==> src/rtl/mc_pkg.sv <==
`default_nettype none
// ============================================================================
//  Module      : mc_pkg
//  Description : Shared constants and state type for the RV32I multicycle
//                control unit (opcodes, ALU ops, write-back source codes).
//  Revision    : 1.0 - initial release
// ============================================================================
package mc_pkg;

  // RV32I major opcodes handled by the control unit
  localparam logic [6:0] OP_R     = 7'b0110011;
  localparam logic [6:0] OP_I     = 7'b0010011;
  localparam logic [6:0] OP_L     = 7'b0000011;
  localparam logic [6:0] OP_S     = 7'b0100011;
  localparam logic [6:0] OP_B     = 7'b1100011;
  localparam logic [6:0] OP_LUI   = 7'b0110111;
  localparam logic [6:0] OP_AUIPC = 7'b0010111;
  localparam logic [6:0] OP_JAL   = 7'b1101111;
  localparam logic [6:0] OP_JALR  = 7'b1100111;

  // ALU operation codes: {instr[30], funct3} style encoding
  localparam logic [3:0] ALU_ADD  = 4'b0000;
  localparam logic [3:0] ALU_SUB  = 4'b1000;
  localparam logic [3:0] ALU_SLL  = 4'b0001;
  localparam logic [3:0] ALU_SLT  = 4'b0010;
  localparam logic [3:0] ALU_SLTU = 4'b0011;
  localparam logic [3:0] ALU_XOR  = 4'b0100;
  localparam logic [3:0] ALU_SRL  = 4'b0101;
  localparam logic [3:0] ALU_SRA  = 4'b1101;
  localparam logic [3:0] ALU_OR   = 4'b0110;
  localparam logic [3:0] ALU_AND  = 4'b0111;

  // Register-file write-data source select
  localparam logic [2:0] WD_ALU   = 3'd0;
  localparam logic [2:0] WD_MEM   = 3'd1;
  localparam logic [2:0] WD_IMM   = 3'd2;
  localparam logic [2:0] WD_PCIMM = 3'd3;
  localparam logic [2:0] WD_PC4   = 3'd4;

  // Control FSM states
  typedef enum logic [3:0] {
    FETCH  = 4'd0,
    DECODE = 4'd1,
    R_EXE  = 4'd2,
    I_EXE  = 4'd3,
    B_EXE  = 4'd4,
    LU_EXE = 4'd5,
    AU_EXE = 4'd6,
    J_EXE  = 4'd7,
    JL_EXE = 4'd8,
    S_EXE  = 4'd9,
    S_MEM  = 4'd10,
    L_EXE  = 4'd11,
    L_MEM  = 4'd12,
    L_WB   = 4'd13
  } state_t;

endpackage
`default_nettype wire

==> src/rtl/mc_control_unit_if.sv <==
`default_nettype none
// ============================================================================
//  Module      : mc_control_unit_if
//  Description : Instruction/handshake inputs and datapath/bus control strobes
//                exchanged between the control unit and the datapath.
//  Revision    : 1.0 - initial release
// ============================================================================
interface mc_control_unit_if;
  logic [31:0] instrCode;
  logic        busReady;
  logic        PCEn;
  logic        regFileWe;
  logic        aluSrcMuxSel;
  logic [3:0]  aluControl;
  logic [2:0]  RFWDSrcMuxSel;
  logic        branch;
  logic        jal;
  logic        jalr;
  logic        busReq;
  logic        busWe;
  logic [2:0]  memFunct3;
  logic        illegalInstr;

  // Control unit side: consumes the instruction and bus ready, drives strobes
  modport master (
    input  instrCode, busReady,
    output PCEn, regFileWe, aluSrcMuxSel, aluControl, RFWDSrcMuxSel,
           branch, jal, jalr, busReq, busWe, memFunct3, illegalInstr
  );

  // Datapath side: supplies the instruction and bus ready, receives strobes
  modport slave (
    output instrCode, busReady,
    input  PCEn, regFileWe, aluSrcMuxSel, aluControl, RFWDSrcMuxSel,
           branch, jal, jalr, busReq, busWe, memFunct3, illegalInstr
  );
endinterface
`default_nettype wire

==> src/rtl/mc_alu_decoder.sv <==
`default_nettype none
// ============================================================================
//  Module      : mc_alu_decoder
//  Description : Maps opcode/funct3/instr[30] to the 4-bit ALU operation.
//  Revision    : 1.0 - initial release
// ============================================================================
module mc_alu_decoder
  import mc_pkg::*;
(
  input  wire logic [6:0] opcode,
  input  wire logic [2:0] funct3,
  input  wire logic       instr30,
  output logic      [3:0] alu_op
);

  // instr[30] only selects an op for R-type and for I-type shifts-right;
  // in other I-type forms it is an immediate bit and must be ignored.
  always_comb begin
    alu_op = ALU_ADD;
    case (opcode)
      OP_R:    alu_op = {instr30, funct3};
      OP_I:    alu_op = (funct3 == 3'b101) ? {instr30, funct3} : {1'b0, funct3};
      OP_B:    alu_op = {1'b0, funct3};
      default: alu_op = ALU_ADD;
    endcase
  end

endmodule
`default_nettype wire

==> src/rtl/mc_control_unit.sv <==
`default_nettype none
// ============================================================================
//  Module      : mc_control_unit
//  Description : Multicycle RV32I control FSM. Sequences each instruction
//                through FETCH/DECODE/EXE (+MEM/WB for loads and stores) and
//                drives all datapath and data-bus control strobes.
//  Revision    : 1.0 - initial release
// ============================================================================
module mc_control_unit
  import mc_pkg::*;
(
  input  wire logic        clk,
  input  wire logic        reset,
  mc_control_unit_if.master bus
);

  state_t      state;
  state_t      next_state;
  logic [6:0]  opcode;
  logic [2:0]  funct3;
  logic [3:0]  alu_op;
  logic        unused_instr;

  assign opcode       = bus.instrCode[6:0];
  assign funct3       = bus.instrCode[14:12];
  assign unused_instr = ^{bus.instrCode[31], bus.instrCode[29:15], bus.instrCode[11:7]};

  mc_alu_decoder u_alu_decoder (
    .opcode  (opcode),
    .funct3  (funct3),
    .instr30 (bus.instrCode[30]),
    .alu_op  (alu_op)
  );

  // State register; reset forces FETCH immediately, even mid-access
  always_ff @(posedge clk or posedge reset) begin
    if (reset) state <= FETCH;
    else       state <= next_state;
  end

  // Next-state: opcode dispatch in DECODE, ready-gated exits from MEM states
  always_comb begin
    next_state = FETCH;
    case (state)
      FETCH:  next_state = DECODE;
      DECODE: begin
        case (opcode)
          OP_R:     next_state = R_EXE;
          OP_I:     next_state = I_EXE;
          OP_L:     next_state = L_EXE;
          OP_S:     next_state = S_EXE;
          OP_B:     next_state = B_EXE;
          OP_LUI:   next_state = LU_EXE;
          OP_AUIPC: next_state = AU_EXE;
          OP_JAL:   next_state = J_EXE;
          OP_JALR:  next_state = JL_EXE;
          default:  next_state = FETCH;
        endcase
      end
      S_EXE:  next_state = S_MEM;
      S_MEM:  next_state = bus.busReady ? FETCH : S_MEM;
      L_EXE:  next_state = L_MEM;
      L_MEM:  next_state = bus.busReady ? L_WB : L_MEM;
      default: next_state = FETCH;
    endcase
  end

  assign bus.memFunct3 = funct3;

  // Output decode; load/store states pin the ALU to imm+ADD so the
  // free-running address register holds steady across the access
  always_comb begin
    bus.PCEn          = 1'b0;
    bus.regFileWe     = 1'b0;
    bus.aluSrcMuxSel  = 1'b0;
    bus.aluControl    = ALU_ADD;
    bus.RFWDSrcMuxSel = WD_ALU;
    bus.branch        = 1'b0;
    bus.jal           = 1'b0;
    bus.jalr          = 1'b0;
    bus.busReq        = 1'b0;
    bus.busWe         = 1'b0;
    bus.illegalInstr  = 1'b0;
    case (state)
      FETCH:  bus.PCEn = 1'b1;
      DECODE: begin
        case (opcode)
          OP_R, OP_I, OP_L, OP_S, OP_B,
          OP_LUI, OP_AUIPC, OP_JAL, OP_JALR: bus.illegalInstr = 1'b0;
          default:                           bus.illegalInstr = 1'b1;
        endcase
      end
      R_EXE: begin
        bus.regFileWe  = 1'b1;
        bus.aluControl = alu_op;
      end
      I_EXE: begin
        bus.regFileWe    = 1'b1;
        bus.aluSrcMuxSel = 1'b1;
        bus.aluControl   = alu_op;
      end
      B_EXE: begin
        bus.branch     = 1'b1;
        bus.aluControl = alu_op;
      end
      LU_EXE: begin
        bus.regFileWe     = 1'b1;
        bus.RFWDSrcMuxSel = WD_IMM;
      end
      AU_EXE: begin
        bus.regFileWe     = 1'b1;
        bus.RFWDSrcMuxSel = WD_PCIMM;
      end
      J_EXE: begin
        bus.jal           = 1'b1;
        bus.regFileWe     = 1'b1;
        bus.RFWDSrcMuxSel = WD_PC4;
      end
      JL_EXE: begin
        bus.jal           = 1'b1;
        bus.jalr          = 1'b1;
        bus.regFileWe     = 1'b1;
        bus.RFWDSrcMuxSel = WD_PC4;
      end
      S_EXE, L_EXE: bus.aluSrcMuxSel = 1'b1;
      S_MEM: begin
        bus.aluSrcMuxSel = 1'b1;
        bus.busReq       = 1'b1;
        bus.busWe        = 1'b1;
      end
      L_MEM: begin
        bus.aluSrcMuxSel = 1'b1;
        bus.busReq       = 1'b1;
      end
      L_WB: begin
        bus.aluSrcMuxSel  = 1'b1;
        bus.regFileWe     = 1'b1;
        bus.RFWDSrcMuxSel = WD_MEM;
      end
      default: bus.PCEn = 1'b0;
    endcase
  end

endmodule
`default_nettype wire

==> src/flat_wrapper.sv <==
// flat-port wrapper written by rule: the top's interface ports become plain ports
module mc_control_unit_flat import mc_pkg::*;
  (clk, reset, bus_instrCode, bus_busReady, bus_PCEn, bus_regFileWe, bus_aluSrcMuxSel, bus_aluControl, bus_RFWDSrcMuxSel, bus_branch, bus_jal, bus_jalr, bus_busReq, bus_busWe, bus_memFunct3, bus_illegalInstr);
  mc_control_unit_if bus_i ();
  input  wire logic clk;
  input  wire logic reset;
  input wire logic [$bits(bus_i.instrCode)-1:0] bus_instrCode;
  input wire logic [$bits(bus_i.busReady)-1:0] bus_busReady;
  output wire logic [$bits(bus_i.PCEn)-1:0] bus_PCEn;
  output wire logic [$bits(bus_i.regFileWe)-1:0] bus_regFileWe;
  output wire logic [$bits(bus_i.aluSrcMuxSel)-1:0] bus_aluSrcMuxSel;
  output wire logic [$bits(bus_i.aluControl)-1:0] bus_aluControl;
  output wire logic [$bits(bus_i.RFWDSrcMuxSel)-1:0] bus_RFWDSrcMuxSel;
  output wire logic [$bits(bus_i.branch)-1:0] bus_branch;
  output wire logic [$bits(bus_i.jal)-1:0] bus_jal;
  output wire logic [$bits(bus_i.jalr)-1:0] bus_jalr;
  output wire logic [$bits(bus_i.busReq)-1:0] bus_busReq;
  output wire logic [$bits(bus_i.busWe)-1:0] bus_busWe;
  output wire logic [$bits(bus_i.memFunct3)-1:0] bus_memFunct3;
  output wire logic [$bits(bus_i.illegalInstr)-1:0] bus_illegalInstr;
  assign bus_i.instrCode = bus_instrCode;
  assign bus_i.busReady = bus_busReady;
  assign bus_PCEn = bus_i.PCEn;
  assign bus_regFileWe = bus_i.regFileWe;
  assign bus_aluSrcMuxSel = bus_i.aluSrcMuxSel;
  assign bus_aluControl = bus_i.aluControl;
  assign bus_RFWDSrcMuxSel = bus_i.RFWDSrcMuxSel;
  assign bus_branch = bus_i.branch;
  assign bus_jal = bus_i.jal;
  assign bus_jalr = bus_i.jalr;
  assign bus_busReq = bus_i.busReq;
  assign bus_busWe = bus_i.busWe;
  assign bus_memFunct3 = bus_i.memFunct3;
  assign bus_illegalInstr = bus_i.illegalInstr;
  mc_control_unit u_core (.clk(clk), .reset(reset), .bus(bus_i));
endmodule
==> config.mk <==
export PLATFORM = sky130hd
export DESIGN_NAME = mc_control_unit_flat
export DESIGN_NICKNAME = d
export VERILOG_FILES = /design/src/rtl/mc_pkg.sv /design/src/rtl/mc_control_unit_if.sv /design/src/rtl/mc_alu_decoder.sv /design/src/rtl/mc_control_unit.sv /design/src/flat_wrapper.sv
export SDC_FILE = /design/constraint.sdc
export NUM_CORES = 1
export LEC_CHECK = 0
export BUFFER_PORTS_ARGS = -buffer_cell sky130_fd_sc_hd__buf_2
export CORE_ASPECT_RATIO = 1.25
export CORE_MARGIN = 4
export CORE_UTILIZATION = 37
export DETAILED_ROUTE_END_ITERATION = 12
export PLACE_DENSITY_LB_ADDON = 0.1
export SETUP_SLACK_MARGIN = 0.15
export SLEW_MARGIN = 0
export SYNTH_ARGS = -nofsm -noshare
export SYNTH_HDL_FRONTEND = slang
export SYNTH_SLANG_ARGS = --single-unit
export TNS_END_PERCENT = 50
==> constraint.sdc <==
create_clock -name clk -period 1.5 [get_ports clk]
set_input_delay 0.075 -clock clk [delete_from_list [all_inputs] [get_ports clk]]
set_output_delay 0.075 -clock clk [all_outputs]
set_load 0.1 [all_outputs]
==> qor.yml <==
die:
  io_pins: 54
  fp.coreArea_sq_mm: 0.001582
  die_y_microns: 53.75
  dieArea_sq_mm: 0.002397
  rows: 16
  die_x_microns: 44.60
  initial_core_util_pct: 39.16
global_routing:
  grt_pass1_wl_microns: 3560
  grt_pass1_vias: 858
  overflow: 0
  grt_max_degree: 13
  grt_usage_pct: 20.37
  antenna_found_initial: 0
clock_tree:
  clkLatencyLatePin_ns: 0.25
  clock_path_buffers: 2
  cts_tree: "done"
  cts_sinks: 4
  cts_root_buffer: "clkbuf_4"
  htreeDepth: 1
  clkSlewWorstSetupHoldPaths_ns: 0.04
  numCtsBuffers: 3
pwr:
  power.switching_uw: 758.7
  irDropWorstVdd_v: 0.001317
  leakagePower_uw: 0.0005926
  sw_frac_of_total_pct: 53.75
  intPower_uw: 652.9
  comb_power_share_pct: 79.0
  p_clk_share_pct: 10.5
  seqPwrFrac_pct: 10.6
  pwr_density_cell_mw_per_mm2: 1000
detailed_routing:
  vias: 873
  dr.pass1.iters: 5
  wl_per_cell_microns: 15.29
  drc: 0
  drtAntennaViolNets: 0
  vias_per_cell: 5.525
  totalWireLength_microns: 2416
  initialDrtViolationCount: 26
timing:
  worstMarginPinSlew_ns: 0.4871
  skew_ns: 0.004082
  setup_viol: 13
  period_share_pct: 111.9
  fmax_mhz: 596.0
  layout_setup_ws_ns: -0.1780
  rsz0062_at_grt: "yes"
  slew_headroom_pct: 67.75
  timing.final.hold_violations: 0
  period_minus_slack_ns: 1.678
  maxSlewViolCount: 0
critical_path:
  path_class: "reg2out"
  r2r_start: "u_core.state[1]"
  cp.arrival_ns: 1.60
  worst_setup_path_start_kind: "register"
  crit_path_end_kind: "primary output"
  cp-endpoint: "bus_aluControl[2]"
  crit_start: "u_core.state[1]"
  ff2ff_path_depth: 5
  r2r_slack_ns: 0.16
  cp_max_fo: 4
  r2r-end: "u_core.state[3]"
  worstPathRequired_ns: 1.42
finish:
  reg.largest.list: "u_core.state x4"
  top_register: "u_core.state"
  n_antenna_cell: 0
  multi_input_area_sq_um: 645.6
  fin_util_pct: 89.24
  syn_to_final_growth_pct: 127.9
  nFillCells: 73
  largest_reg_flops: 4
  seq_area_sq_um: 101.3
  nets: 177
  drive_above_1_share_pct: 58.57
place:
  gp_congestion: 0.8106
  place_ws_ns: -0.01827
  io_buffers: 32
  hpwl_microns: 1644
flow_run:
  maxCapViolCount: 0
synthesis:
  ys_seq_area_share_pct: 16.16
  yosysWarnings: 0
  yosys.area_share.simple_pct: 42.63
  synth_fp_nets: 128
  synth_top_family_by_area: "simple AND/OR/NAND/NOR gates"
  synthXorXnorAreaFrac_pct: 2.828
  ys_ff_latch: 4
  synth_area_sq_um: 619.3
  ys_types: 29
  synth.avg_cell_area_sq_um: 6.660
  synth_mux_area_share_pct: 0
  yosys.area_share.adder_pct: 0
  synth_cells: 93
  synth_compound_area_share_pct: 28.08
status:
  violations: "negative setup slack"
  status: "finished, violations left"
hold_path:
  min_path_type: "in2async"
-- final cells by class --
| class | instances | area share [%] |
|---|---|---|
| well taps | 18 | 1.596 |
| flip-flops and latches | 4 | 7.181 |
| clock buffers | 3 | 1.596 |
| repair buffers | 52 | 42.82 |
| multi-input cells | 77 | 45.74 |
| inverters | 4 | 1.064 |
-- worst min path at each step --
| stage | start | end |
|---|---|---|
| 2_1_floorplan | reset | u_core.state[0] |
| 3_3_place_gp | reset | u_core.state[1] |
| 3_5_place_dp | reset | u_core.state[1] |
| 4_1_cts | bus_busReady | u_core.state[1] |
| 5_1_grt | bus_busReady | u_core.state[1] |
| 6_report | reset | u_core.state[0] |
-- power groups by stage --
stage	sequential, uW	clock (uW)	combinational [uW]
global placement	138	0	917
floorplan	145	0	652
detailed placement	139	0	934
global route	152	154	1160
finish	149	148	1110
CTS	149	140	1040
-- metal layers --
metal / track usage [%] / up-vias / wire, microns
met5: 0 / - / 0
met4: 9.045 / 0 / 46
met3: 2.341 / 6 / 134
met2: 41.39 / 50 / 1373
met1: 19.72 / 391 / 861
li1: - / 426 / -
-- cells in the final DEF, fill, tap and decap left out, types with 2 or more instances in the layout --
cell	count
a21oi_1	7
a221oi_4	2
and2_4	4
buf_12	18
buf_2	16
buf_4	10
buf_6	7
clkbuf_4	3
dfrtp_1	3
inv_1	4
nand2_1	4
nand2b_1	6
nand2b_4	2
nand3_1	2
nand3b_1	2
nor2_1	6
nor2_4	3
nor3_1	2
nor3_4	2
o21ai_0	2
o21ai_1	5
o21ai_2	2
o21bai_1	2
o21bai_4	2
o31ai_1	2
xor2_1	2
-- cell families after synthesis --
group	Yosys count
DFF	4
buffers and inverters	12
AOI/OAI and AO/OA	28
and+or+nand+nor	47
xor gates and xnor gates	2
-- synthesized netlist by cell type --
cell | instances | area share (%)
nor2_1 | 10 | 6.1
nand2b_1 | 9 | 9.1
a21oi_1 | 8 | 6.5
nand2_1 | 6 | 3.6
o21ai_1 | 6 | 4.8
and2_1 | 5 | 5.1
clkbuf_1 | 4 | 2.4
dfrtp_1 | 4 | 16
inv_1 | 4 | 2.4
nor3_1 | 4 | 3.2
o21bai_1 | 4 | 4.8
buf_4 | 3 | 3.6
o21ai_0 | 3 | 2.4
a31oi_1 | 2 | 2.0
and3_1 | 2 | 2.0
nand3_1 | 2 | 1.6
nand3b_1 | 2 | 2.4
nor4_1 | 2 | 2.0
o31ai_1 | 2 | 2.4
xor2_1 | 2 | 2.8
a221oi_1 | 1 | 1.4
a221oi_2 | 1 | 2.4
and4bb_1 | 1 | 2.0
buf_6 | 1 | 1.8
nor2b_1 | 1 | 1.0
nor3b_1 | 1 | 1.2
o211ai_1 | 1 | 1.2
or2_4 | 1 | 1.4
or3_4 | 1 | 1.8
-- what timing repair did --
item / in CTS / in global routing
setup buffers: 7 / 1
endpoints found under the hold margin: 4 / 0
setup endpoints to repair: 16 / 17
pin swaps: 8 / 8
gates resized for setup: 20 / 10
cloned: 0 / 0
hold buffers: 1 / 0
-- through the flow --
stage	cells	instance area (sq um)	TNS [ns]	hold WS (ns)	power (uW)
6_report	158	1411	-1.301	0.2515	1412
5_1_grt	158	1411	-2.054	0.2696	1469
2_1_floorplan	93	768.2	-3.873	-0.1589	796.9
4_1_cts	157	1356	-0.9830	0.2179	1328
3_5_place_dp	146	1197	-0.04232	-0.03989	1073
3_3_place_gp	146	1197	0	-0.05132	1055
-- critical path, cell delays in order (launching register included) --
cell and delay (ns):
dfrtp_2 0.45, nor2_4 0.13, nand2_2 0.09, a221oi_4 0.32, and2_4 0.20, buf_12 0.16
Note: power is estimated with default switching activity, not from simulation.
